[config.mk]
export PLATFORM = sky130hd
export DESIGN_NAME = axi_selftest_master
export DESIGN_NICKNAME = d
export VERILOG_FILES = /design/src/rtl/axi_selftest_pkg.sv /design/src/rtl/axi_selftest_lfsr32.sv /design/src/rtl/axi_selftest_master.sv
export SDC_FILE = /design/constraint.sdc
export NUM_CORES = 1
export LEC_CHECK = 0
export CAP_MARGIN = 40
export CORE_MARGIN = 10
export CORE_UTILIZATION = 53
export CTS_CLUSTER_SIZE = 40
export DETAILED_ROUTE_END_ITERATION = 6
export GPL_TIMING_DRIVEN = 1
export MAX_ROUTING_LAYER = met4
export PLACE_DENSITY = 0.86
export SYNTH_ARGS = -nofsm -noshare
export SYNTH_HDL_FRONTEND = slang
export SYNTH_HIERARCHICAL = 1
export SYNTH_SLANG_ARGS = --single-unit
[constraint.sdc]
create_clock -name aclk -period 3.1 [get_ports aclk]
set_input_delay 0.62 -clock aclk [delete_from_list [all_inputs] [get_ports aclk]]
set_output_delay 0.62 -clock aclk [all_outputs]
set_load 0.01 [all_outputs]
[src/rtl/axi_selftest_pkg.sv]
// Shared types and helpers for the AXI self-test master.
//   state_e   : transaction sequencer states
//   LFSR_POLY : Galois feedback mask for x^32+x^22+x^2+x+1 (shift right)
//   pattern() : 16-bit word index replicated across the data bus
package axi_selftest_pkg;

  typedef enum logic [2:0] {
    INIT_AW,
    INIT_W,
    INIT_B,
    T_AW,
    T_W,
    T_B,
    T_AR,
    T_R
  } state_e;

  localparam logic [31:0] LFSR_POLY = 32'h8020_0003;
  localparam int unsigned PAT_MAX_W = 64;

  // Replicate the word index and zero everything above d_width (callers truncate).
  function automatic logic [PAT_MAX_W-1:0] pattern(input logic [15:0] w,
                                                   input int unsigned d_width);
    logic [PAT_MAX_W-1:0] r;
    r = {4{w}};
    if (d_width < PAT_MAX_W) r = r & ((PAT_MAX_W'(1) << d_width) - PAT_MAX_W'(1));
    return r;
  endfunction

endpackage

[src/rtl/axi_selftest_lfsr32.sv]
// 32-bit Galois LFSR, shift right, seeded with 1 on reset.
//   aclk, areset : clock, synchronous active-high reset
//   en           : advance one step this cycle
//   q            : current LFSR state
module axi_selftest_lfsr32
  import axi_selftest_pkg::*;
(
  input  logic        aclk,
  input  logic        areset,
  input  logic        en,
  output logic [31:0] q
);

  logic [31:0] q_q, q_d;

  // Next state: shift right, fold in the polynomial when a one falls out.
  always_comb begin
    q_d = q_q;
    if (en) q_d = (q_q >> 1) ^ (q_q[0] ? LFSR_POLY : 32'h0);
  end

  always_ff @(posedge aclk) begin
    if (areset) q_q <= 32'h1;
    else        q_q <= q_d;
  end

  assign q = q_q;

endmodule

[src/rtl/axi_selftest_master.sv]
// AXI4 self-test master: fills a 2**A_WIDTH_TEST byte window with a
// word-index pattern, then alternates pseudo-random write and read bursts
// forever, checking every read beat.
//   aclk, areset          : clock, synchronous active-high reset
//   aw*/w*/b*             : write address / data / response channels
//   ar*/r*                : read address / data channels
//   error                 : one-cycle pulse per bad read beat
//   error_cnt             : saturating count of bad read beats
module axi_selftest_master
  import axi_selftest_pkg::*;
#(
  parameter int unsigned A_WIDTH_TEST = 12,
  parameter int unsigned A_WIDTH      = 26,
  parameter int unsigned D_WIDTH      = 16,
  parameter int unsigned D_LEVEL      = 1,
  parameter logic [7:0]  WBURST_LEN   = 8'd7,
  parameter logic [7:0]  RBURST_LEN   = 8'd7
) (
  input  logic               aclk,
  input  logic               areset,
  output logic               awvalid,
  input  logic               awready,
  output logic [A_WIDTH-1:0] awaddr,
  output logic [7:0]         awlen,
  output logic               wvalid,
  input  logic               wready,
  output logic               wlast,
  output logic [D_WIDTH-1:0] wdata,
  input  logic               bvalid,
  output logic               bready,
  output logic               arvalid,
  input  logic               arready,
  output logic [A_WIDTH-1:0] araddr,
  output logic [7:0]         arlen,
  input  logic               rvalid,
  output logic               rready,
  input  logic               rlast,
  input  logic [D_WIDTH-1:0] rdata,
  output logic               error,
  output logic [15:0]        error_cnt
);

  localparam int unsigned W_BYTES = (32'(WBURST_LEN) + 1) << D_LEVEL;
  localparam int unsigned R_BYTES = (32'(RBURST_LEN) + 1) << D_LEVEL;
  localparam int unsigned W_LSB   = $clog2(W_BYTES);
  localparam int unsigned R_LSB   = $clog2(R_BYTES);
  localparam int unsigned AE_W    = A_WIDTH + 1;
  localparam logic [AE_W-1:0] WIN_END = AE_W'(1) << A_WIDTH_TEST;

  state_e               state_q, state_d;
  logic                 awvalid_q, awvalid_d;
  logic [A_WIDTH-1:0]   awaddr_q, awaddr_d;
  logic                 wvalid_q, wvalid_d;
  logic                 wlast_q, wlast_d;
  logic [D_WIDTH-1:0]   wdata_q, wdata_d;
  logic                 bready_q, bready_d;
  logic                 arvalid_q, arvalid_d;
  logic [A_WIDTH-1:0]   araddr_q, araddr_d;
  logic                 rready_q, rready_d;
  logic                 error_q, error_d;
  logic [15:0]          error_cnt_q, error_cnt_d;
  logic [7:0]           beat_q, beat_d;

  logic                 lfsr_en_c;
  logic [31:0]          lfsr_q;
  logic [A_WIDTH-1:0]   wr_taddr_c, rd_taddr_c;
  logic                 sweep_last_c;
  logic                 rd_bad_c;
  logic [7:0]           beat_nxt_c;
  logic                 unused_lfsr_hi;

  axi_selftest_lfsr32 u_lfsr (
    .aclk   (aclk),
    .areset (areset),
    .en     (lfsr_en_c),
    .q      (lfsr_q)
  );

  // Expected bus word for beat 'beat' of a burst starting at byte 'base'.
  function automatic logic [D_WIDTH-1:0] beat_pat(input logic [A_WIDTH-1:0] base,
                                                  input logic [7:0] beat);
    return D_WIDTH'(pattern(16'((base >> D_LEVEL) + A_WIDTH'(beat)), D_WIDTH));
  endfunction

  // Burst-aligned random addresses inside the window, so bursts never cross its end.
  assign wr_taddr_c = A_WIDTH'((lfsr_q[A_WIDTH_TEST-1:0] >> W_LSB) << W_LSB);
  assign rd_taddr_c = A_WIDTH'((lfsr_q[A_WIDTH_TEST-1:0] >> R_LSB) << R_LSB);
  assign unused_lfsr_hi = ^lfsr_q[31:A_WIDTH_TEST];

  assign sweep_last_c = (AE_W'(awaddr_q) + AE_W'(W_BYTES)) == WIN_END;
  assign beat_nxt_c   = beat_q + 8'd1;
  assign rd_bad_c     = (rdata != beat_pat(araddr_q, beat_q)) ||
                        (rlast != (beat_q == RBURST_LEN));

  // Sequencer: next state and next values of every registered output.
  always_comb begin
    state_d     = state_q;
    awvalid_d   = awvalid_q;
    awaddr_d    = awaddr_q;
    wvalid_d    = wvalid_q;
    wlast_d     = wlast_q;
    wdata_d     = wdata_q;
    bready_d    = bready_q;
    arvalid_d   = arvalid_q;
    araddr_d    = araddr_q;
    rready_d    = rready_q;
    error_d     = 1'b0;
    error_cnt_d = error_cnt_q;
    beat_d      = beat_q;
    lfsr_en_c   = 1'b0;

    case (state_q)
      INIT_AW, T_AW: begin
        awvalid_d = 1'b1;
        if (awvalid_q && awready) begin
          awvalid_d = 1'b0;
          lfsr_en_c = 1'b1;
          state_d   = (state_q == INIT_AW) ? INIT_W : T_W;
          wvalid_d  = 1'b1;
          beat_d    = 8'd0;
          wdata_d   = beat_pat(awaddr_q, 8'd0);
          wlast_d   = (WBURST_LEN == 8'd0);
        end
      end
      INIT_W, T_W: begin
        if (wvalid_q && wready) begin
          if (beat_q == WBURST_LEN) begin
            wvalid_d = 1'b0;
            wlast_d  = 1'b0;
            bready_d = 1'b1;
            state_d  = (state_q == INIT_W) ? INIT_B : T_B;
          end else begin
            beat_d  = beat_nxt_c;
            wdata_d = beat_pat(awaddr_q, beat_nxt_c);
            wlast_d = (beat_nxt_c == WBURST_LEN);
          end
        end
      end
      INIT_B: begin
        if (bready_q && bvalid) begin
          bready_d = 1'b0;
          if (sweep_last_c) begin
            state_d  = T_AW;
            awaddr_d = wr_taddr_c;
          end else begin
            state_d  = INIT_AW;
            awaddr_d = awaddr_q + A_WIDTH'(W_BYTES);
          end
        end
      end
      T_B: begin
        if (bready_q && bvalid) begin
          bready_d = 1'b0;
          state_d  = T_AR;
          araddr_d = rd_taddr_c;
        end
      end
      T_AR: begin
        arvalid_d = 1'b1;
        if (arvalid_q && arready) begin
          arvalid_d = 1'b0;
          lfsr_en_c = 1'b1;
          rready_d  = 1'b1;
          beat_d    = 8'd0;
          state_d   = T_R;
        end
      end
      T_R: begin
        if (rready_q && rvalid) begin
          if (rd_bad_c) begin
            error_d = 1'b1;
            if (error_cnt_q != 16'hFFFF) error_cnt_d = error_cnt_q + 16'd1;
          end
          // Burst length is counted locally; a missing rlast cannot stall the loop.
          if (beat_q == RBURST_LEN) begin
            rready_d = 1'b0;
            state_d  = T_AW;
            awaddr_d = wr_taddr_c;
          end else begin
            beat_d = beat_nxt_c;
          end
        end
      end
      default: state_d = INIT_AW;
    endcase
  end

  always_ff @(posedge aclk) begin
    if (areset) begin
      state_q     <= INIT_AW;
      awvalid_q   <= 1'b0;
      awaddr_q    <= '0;
      wvalid_q    <= 1'b0;
      wlast_q     <= 1'b0;
      wdata_q     <= '0;
      bready_q    <= 1'b0;
      arvalid_q   <= 1'b0;
      araddr_q    <= '0;
      rready_q    <= 1'b0;
      error_q     <= 1'b0;
      error_cnt_q <= 16'd0;
      beat_q      <= 8'd0;
    end else begin
      state_q     <= state_d;
      awvalid_q   <= awvalid_d;
      awaddr_q    <= awaddr_d;
      wvalid_q    <= wvalid_d;
      wlast_q     <= wlast_d;
      wdata_q     <= wdata_d;
      bready_q    <= bready_d;
      arvalid_q   <= arvalid_d;
      araddr_q    <= araddr_d;
      rready_q    <= rready_d;
      error_q     <= error_d;
      error_cnt_q <= error_cnt_d;
      beat_q      <= beat_d;
    end
  end

  assign awvalid   = awvalid_q;
  assign awaddr    = awaddr_q;
  assign awlen     = WBURST_LEN;
  assign wvalid    = wvalid_q;
  assign wlast     = wlast_q;
  assign wdata     = wdata_q;
  assign bready    = bready_q;
  assign arvalid   = arvalid_q;
  assign araddr    = araddr_q;
  assign arlen     = RBURST_LEN;
  assign rready    = rready_q;
  assign error     = error_q;
  assign error_cnt = error_cnt_q;

endmodule

# Word-level counts from Yosys, hierarchy flattened

Cells that the tools add are included.

Bitwise gates (word level): 3
Add/sub/neg operators: 6
Multiplexer cells: 49
Eq/ne operators: 23
Reduce and logical (&&, ||, !) cells: 26

Operators by type and width:

| cell                    | number |
|---|---|
| $mux W26                | 4 |
| $pmux W26 S2            | 1 |
| $mux W16                | 3 |
| $mux W8                 | 5 |
| $mux W32                | 1 |
| $pmux W16 S2            | 1 |
| $pmux W8 S4             | 1 |
| $xor A31 B32 Y32        | 1 |
| $mux W3                 | 10 |
| $add A26 B5 Y27 const B | 1 |
| $eq A27 B13 Y1 const B  | 1 |
| $add A26 B5 Y26 const B | 1 |
| $reduce_and A4 Y1       | 6 |
| $ne A2 B2 Y1 const B    | 9 |
| $pmux W3 S6             | 1 |
| $add A16 B1 Y16 const B | 1 |
| $add A16 B8 Y16         | 1 |
| $eq A8 B3 Y1 const B    | 2 |
| $mux W1                 | 16 |
| $ne A16 B12 Y1          | 1 |
| $ne A16 B16 Y1 const B  | 1 |
| $add A11 B8 Y12         | 1 |
| $eq A3 B3 Y1 const B    | 4 |
| $pmux W1 S2             | 5 |
| 18 further kinds        | 29 |

Logic and storage cells: 121
Output and inout port bits: 107
Flip-flop bits (word level): 116

# Depth between registers and ports, before layout

Depth in word-level cells: 5
Mapped depth: 12

# Cells and area by module

The synthesis kept the hierarchy.

Modules (own cells, without submodules):

| module              | times used | area an instance (sq um) | cells each | seq. area each (sq um) |
|---|---|---|---|---|
| axi_selftest_master | 1          | 5667.9                   | 714        | 1601.5 |
| axi_selftest_lfsr32 | 1          | 1193.6                   | 106        | 640.6 |

# Least setup slack after synthesis

OpenSTA, ideal clock, no wires.

Kind: flip-flop to flip-flop
From: register araddr_q[4], in the netlist araddr[4]
To: register error_cnt_q[11], in the netlist error_cnt[11]
Data arrival time: 2.631 ns
Setup slack: 0.349 ns
Data required time: 2.979 ns
Path buffers: 1
Stages on the path, launching flop included: 11
Cell sequence: dfxtp_1 ha_1 fa_1 a21o_1 a21oi_1 o21ai_0 mux2_2 a31o_2 buf_2 nor3_1 mux2_2

Longest elaborated chain between the ends: 4

Ends and longest elaborated chain:

| what                        | line                       | source |
|---|---|---|
| start, declared             | axi_selftest_master.sv:58  | `logic [A_WIDTH-1:0] araddr_q, araddr_d;` |
| start signal, assigned      | axi_selftest_master.sv:212 | `araddr_q <= araddr_d;` |
| $add A11 B8 Y12             | axi_selftest_master.sv:82  | `return D_WIDTH'(pattern(16'((base >> D_LEVEL) + A_WIDTH'(beat)), D_WIDTH));` |
| $ne A16 B12 Y1              | axi_selftest_master.sv:92  | `assign rd_bad_c = (rdata != beat_pat(araddr_q, beat_q)) \|\|` |
| $logic_or A1 B1 Y1          | axi_selftest_master.sv:92  |  |
| $reduce_and A4 Y1 (no line) | --                         |  |
| end signal, assigned        | axi_selftest_master.sv:215 | `error_cnt_q <= error_cnt_d;` |
| end, declared               | axi_selftest_master.sv:61  | `logic [15:0] error_cnt_q, error_cnt_d;` |

Every way passes these cells.
A chain may end at the register's enable or synchronous reset.

# Worst setup path in the final report

From: register beat_q[0]
To: register wdata_q[12], in the netlist wdata[12]

Longest elaborated chain between the ends: 5

Ends and longest elaborated chain:

| what                   | line                       | source |
|---|---|---|
| start, declared        | axi_selftest_master.sv:62  | `logic [7:0] beat_q, beat_d;` |
| start signal, assigned | axi_selftest_master.sv:216 | `beat_q <= beat_d;` |
| $add A8 B1 Y8          | axi_selftest_master.sv:91  | `assign beat_nxt_c = beat_q + 8'd1;` |
| $add A16 B8 Y16        | axi_selftest_master.sv:82  |  |
| $mux W16               | axi_selftest_master.sv:127 | `if (beat_q == WBURST_LEN) begin` |
| $mux W16               | axi_selftest_master.sv:126 | `if (wvalid_q && wready) begin` |
| $pmux W16 S2           | axi_selftest_master.sv:112 | `case (state_q)` |
| end signal, assigned   | axi_selftest_master.sv:209 | `wdata_q <= wdata_d;` |
| end, declared          | axi_selftest_master.sv:55  | `logic [D_WIDTH-1:0] wdata_q, wdata_d;` |

Several ways; a longest one is shown, not always the timed one. The select of a mux whose other input is x is not followed.

==> results.yml <==
grt:
  grt_max_degree: 43
  grt_usage: 0.190
  grt_pass1_wl_mm: 27.9
  grt_pass1_vias: 5569
  antenna_found_initial: 0
  grt_overflow_total: 0
floorplan:
  die-width_um: 134
  die_h_um: 134
  dieArea_mm2: 0.0179
  core_region_area_mm2: 0.0127
  row_count: 41
  initial_core_util: 0.542
  pin_count: 131
critical_path:
  crit_type: "flop to flop"
  r2r_cells: 11
  crit_chain: "ha_1, nand3_1, xnor2_1, ha_1, a21o_1, a21oi_1, a21oi_1, o21ai_1, a2111oi_0, xnor2_1, a211oi_1"
  crit_path_start_kind: "flop"
  cp_max_fo: 5
  critPathCaptureType: "flop"
  required_ns: 3.38
  crit_slowest_cell: "dfxtp_1"
  critPathMaxStageDelay_ns: 0.34
  cp-startpoint: "beat_q[0]"
  r2r-start: "beat_q[0]"
  critical_path_arrival_ns: 3.22
sta:
  fin_worst_skew_ns: 0.00922
  finalSetupViolations: 0
  max_freq_mhz: 340
  whs_ns: 0.490
  period_share: 0.948
  worst_pin_slew_ns: 0.770
  hold_viol: 0
  maxSlewViolCount: 0
  slew_headroom: 0.485
  finalCriticalPeriod_ns: 2.94
  rsz0062_at_grt: "yes"
clocking:
  htreeDepth: 3
  cts_tree: "yes"
  hold_buffers: 0
  post-cts-setup-buffers: 0
  clkTransAtPathRegs_ns: 0.08
  clk_path_buf_depth: 2
  clk_latency_ns: 0.36
  cts-root-buf: "clkbuf_16"
  cts.sinks: 112
  cts_buffers: 9
placement:
  dp_hpwl_mm: 12.6
  gp_congestion: 0.966
  port_buffers: 92
  postPlaceCellArea_mm2: 0.00779
pwr:
  power_density_mw_per_mm2: 397
  leakage_uw: 0.00284
  vdd_ir_drop_max_uv: 305
detailed_routing:
  wl_per_cell_um: 15.8
  first_pass_iters: 7
  vias: 6120
  viasPerCell: 5.69
  ant_nets: 0
  wirelength_mm: 17.0
  first_iter_violations: 529
  route.detailed.drc: 0
logic_synthesis:
  synth_edf_count: 0
  async_reset_ff_frac: 0
  syn_avg_cell_area_um2: 8.37
  netlist_top_cells_area: "dfxtp_1, mux2i_1, nor2_1, buf_4, xnor2_1"
  ys_seq_area_frac: 0.327
  synthTopCellsByCount: "dfxtp_1, nor2_1, mux2i_1"
  synth_cell_type_count: 77
  synthesis.area_mm2: 0.00686
  yosysWarnings: 6
  synth_cells: 820
  synth.most_common_cell: "dfxtp_1"
  synth_top_cell_by_area: "dfxtp_1"
  synth-seq-cells: 112
  synth_top_area_frac: 0.327
  ys.flop_type: "dfxtp_1"
worst_hold_path:
  hp-class: "flop to flop"
  hold_path_startpoint: "u_lfsr/q[12]"
  holdPathStages: 2
outcome:
  status: "complete, no violations"
finish:
  layout-drive-gt1-share: 0.0918
  fin_nets: 940
  fill_cells: 1070
  antenna_cells: 0
  syn_to_final_growth_pct: 18.3
  post-route-cell-area_mm2: 0.00812
job:
  max-cap-violations: 0
-- routing by layer --
metal / vias up / routed length [um] / track usage
met5: - / 0 / -
met4: 0 / 314 / 0.0586
met3: 24 / 1130 / 0.0523
met2: 196 / 8140 / 0.299
met1: 2856 / 7390 / 0.232
li1: 3044 / - / -
-- repair_timing --
action,in CTS,in global routing
endpoints found under the setup margin,0,6
hold endpoints to repair,0,0
gates resized for setup,0,3
-- layout by cell type (no fill, tap or decap), types with 22 or more instances in the layout --
cell type	synthesis	final
mux2i_1	50	50
xnor2_1	32	32
nand2_1	40	40
buf_4	43	35
a21oi_1	43	41
o21ai_0	22	22
nand3_1	33	33
clkdlybuf4s50_1	0	91
conb_1	2	39
dfxtp_1	112	112
nor2_1	110	110
-- worst max-delay path: cells and delay by family, from the launching register on --
kind / cells / cell delay, ns
XOR/XNOR: 2 / 0.43
AND/OR/NAND/NOR: 1 / 0.14
AO/OA/AOI/OAI: 6 / 1.34
flip-flops: 1 / 0.34
adder cells (fa/ha/maj): 2 / 0.60
-- kinds of logic (layout without fill, tap and decap cells) --
logic type	count (synthesis)	in the layout	share of synthesized area
buffers and inverters	114	161	0.0988
AO/OA/AOI/OAI	166	166	0.168
flip-flops	112	112	0.327
multiplexers	53	53	0.0779
adder cells (fa/ha/maj)	17	17	0.0321
XOR/XNOR	47	47	0.0600
AND/OR/NAND/NOR	309	309	0.235
other	2	39	0.00109
-- flip-flops by register name (all words and copies together) (netlist names) --
name and count:
u_lfsr/q 32, awaddr 22, error_cnt 16, wdata 16
araddr 8, beat_q 8, state_q 3, arvalid 1
awvalid 1, bready 1, error 1, rready 1
wlast 1, wvalid 1
-- stage by stage --
| step | util | std cells | total power, uW | setup slack (ns) | TNS, ns |
|---|---|---|---|---|---|
| 6_report | 0.641 | 1076 | 3220 | 0.161 | 0 |
| 2_1_floorplan | - | 857 | 1890 | 0.349 | 0 |
| 3_5_place_dp | 0.615 | 1060 | 1980 | -0.0334 | -0.162 |
| 3_3_place_gp | 0.615 | 1060 | 1970 | -0.0264 | -0.149 |
| 4_1_cts | 0.640 | 1076 | 3230 | 0.135 | 0 |
| 5_1_grt | 0.641 | 1076 | 3350 | -0.0868 | -0.175 |
-- worst paths after layout --
path	end	slack [ns]
min reg2reg	u_lfsr/q[11]	0.49
min	u_lfsr/q[11]	0.49
max	wdata[12]	0.16
max reg2reg	wdata[12]	0.16
-- layout make-up --
type	instances	area [um2]	share of cell area
sequential	112	2240	0.276
clock buffer	10	229	0.0282
timing repair buffer	126	1170	0.145
clock inverter	6	91.3	0.0113
multi-input combinational	631	4100	0.504
tap	172	215	0.0265
inverter	19	71.3	0.00879
-- where the power goes --
group	internal [uW]	switching, uW	leakage, uW	total, uW
clock network	715	552	0.000157	1270
logic	195	247	0.00178	442
registers	1480	31.0	0.000905	1510
total	2390	830	0.00284	3220
Note: power is estimated with default switching activity, not from simulation.
==> edit: new RTL, same flow settings <==
The output `error` loses its register stage (`error_q` becomes a continuous assignment).
--- a/src/rtl/axi_selftest_master.sv
+++ b/src/rtl/axi_selftest_master.sv
@@ -198,5 +198,4 @@
       araddr_q    <= '0;
       rready_q    <= 1'b0;
-      error_q     <= 1'b0;
       error_cnt_q <= 16'd0;
       beat_q      <= 8'd0;
@@ -212,9 +211,10 @@
       araddr_q    <= araddr_d;
       rready_q    <= rready_d;
-      error_q     <= error_d;
       error_cnt_q <= error_cnt_d;
       beat_q      <= beat_d;
     end
   end
+
+  assign error_q = error_d;
 
   assign awvalid   = awvalid_q;
Formal check against the unedited RTL: same outputs for any inputs over 10 cycles, from zero or initial values and one cycle with areset high; that may be too few to reach the edited logic, so the function may still have changed.
==> edit against the original RTL <==
- the flow now finishes with violations (setup timing)
- final area is essentially flat
- largest power group unchanged
- largest cell class unchanged
- sequential share of layout area shrank 0.20 points
- sequential cell count shrank 1
- synthesized area shrank 3.8%
- wire length shrank 2.4%
- power shrank 0.88%
- worst setup slack lost 210 ps
- synthesized cell count shrank 0.85%
==> edit: results (changes against the original RTL) <==
| Metric | Value |
|---|---|
| Outcome | `finished with violations (was finished, final reports clean)` |
| Failing checks | `setup timing` |
| DRT Pass-1 Iters | `5 (was 7)` |
| Clk cell area share | `3.979% (was 3.946%)` |
| Placed cell area | `0.007714 mm2 (was 0.007789 mm2)` |
| Worst r2r dst | `awaddr[8]$_SDFFE_PP0P_ (was wdata[12]$_SDFFE_PP0P_)` |
| Peak supply drop | `289.0 uV (was 304.5 uV)` |
| Post-route insts no fill | `1089 (was 1076)` |
| DP Worst Slack | `-315.6 ps (was -33.38 ps)` |
| Sw power | `0.0008216 W (was 0.0008302 W)` |
| M2 GR Usage | `31.01% (was 29.90%)` |
| # fillers | `989 (was 1070)` |
| Setup TNS | `-46.75 ps (was 0 ps)` |
| R2r startpoint | `awaddr[4]$_SDFFE_PP0P_ (was beat_q[0]$_SDFFE_PP0P_)` |
| Crit path DAT | `2530 ps (was 3220 ps)` |
| Design Power | `0.003190 W (was 0.003219 W)` |
| WHS | `456.8 ps (was 489.7 ps)` |
| PostCTS Resize Cnt | `11 (was 0)` |
| Critical path capture point | `error (was wdata[12]$_SDFFE_PP0P_)` |
| Syn Area/Cell | `8.117 um2 (was 8.368 um2)` |
| Combinational power | `0.000434 W (was 0.000442 W)` |
| Share of cells above drive strength 1 | `11.83% (was 9.181%)` |
| Slew margin rel. | `50.47% (was 48.54%)` |
| First-pass GRT wire length | `26.96 mm (was 27.89 mm)` |
| Seq/Total Area, Yosys | `33.67% (was 32.68%)` |
| Synth top area cells | `dfxtp_1 (34%), mux2i_1 (6.5%), nor2_1 (5.7%), buf_4 (4.3%), a21oi_1 (4.2%) (was dfxtp_1 (33%), mux2i_1 (7.3%), nor2_1 (6.0%), buf_4 (4.7%), xnor2_1 (4.1%))` |
| Final setup viols | `1 (was 0)` |
| Multi-input gate area | `0.003963 mm2 (was 0.004095 mm2)` |
| Nonclk buf count | `145 (was 126)` |
| Slowest CP cell | `fa_2 (was dfxtp_1)` |
| GR Util met3 | `5.335% (was 5.228%)` |
| Placer Congestion | `0.9204 (was 0.9662)` |
| Final Util | `66.98% (was 64.07%)` |
| Lkg Pwr | `3.099 nW (was 2.845 nW)` |
| Vias in the first global route | `5649 (was 5569)` |
| Worst Clk Skew | `8.153 ps (was 9.221 ps)` |
| Seq cells | `111 (was 112)` |
| Final nets | `957 (was 940)` |
| Inverters | `14 (was 19)` |
| Library cells used by synthesis | `71 (was 77)` |
| Hold path startpoint | `wdata[0]$_SDFFE_PP0P_ (was u_lfsr/q[12]$_SDFFE_PP0P_)` |
| Total GRT Usage | `18.55% (was 18.98%)` |
| N_taps | `168 (was 172)` |
| Number of vias per cell | `5.544 (was 5.688)` |
| Hold path endpoint | `wdata[0]$_SDFFE_PP0P_ (was u_lfsr/q[11]$_SDFFE_PP0P_)` |
| Multi-input gates | `635 (was 631)` |
| Layout non-clock buf frac | `16.52% (was 14.46%)` |
| Met1 wire length | `6.897 mm (was 7.388 mm)` |
| DRT Wirelength | `16.56 mm (was 16.98 mm)` |
| PnR worst setup slack | `-46.75 ps (was 161.3 ps)` |
edit: cell types whose count changed in the layout (fill, tap and decap cells not counted), sizes merged, moves of 7 or more:
cell / before / now
nand2: 40 / 73
buf: 35 / 55
a21oi: 43 / 55
or4: 14 / 3
nor2: 111 / 101
o21a: 12 / 2
inv: 21 / 14
mux2i: 50 / 43
nor3: 24 / 17
o31ai: 9 / 2
edit: cells by family (layout without fill, tap and decap cells):
logic type | Yosys count | count (layout) | synth area share (%)
simple gates | 321 | 321 | 23.91
compound gates | 165 | 165 | 16.51
flops | 111 | 111 | 33.67
buf+inv | 104 | 175 | 9.177
xor+xnor | 47 | 47 | 6.238
mux | 46 | 46 | 7.034
fa+ha+maj | 17 | 17 | 3.337
other cells | 2 | 39 | 0.1138
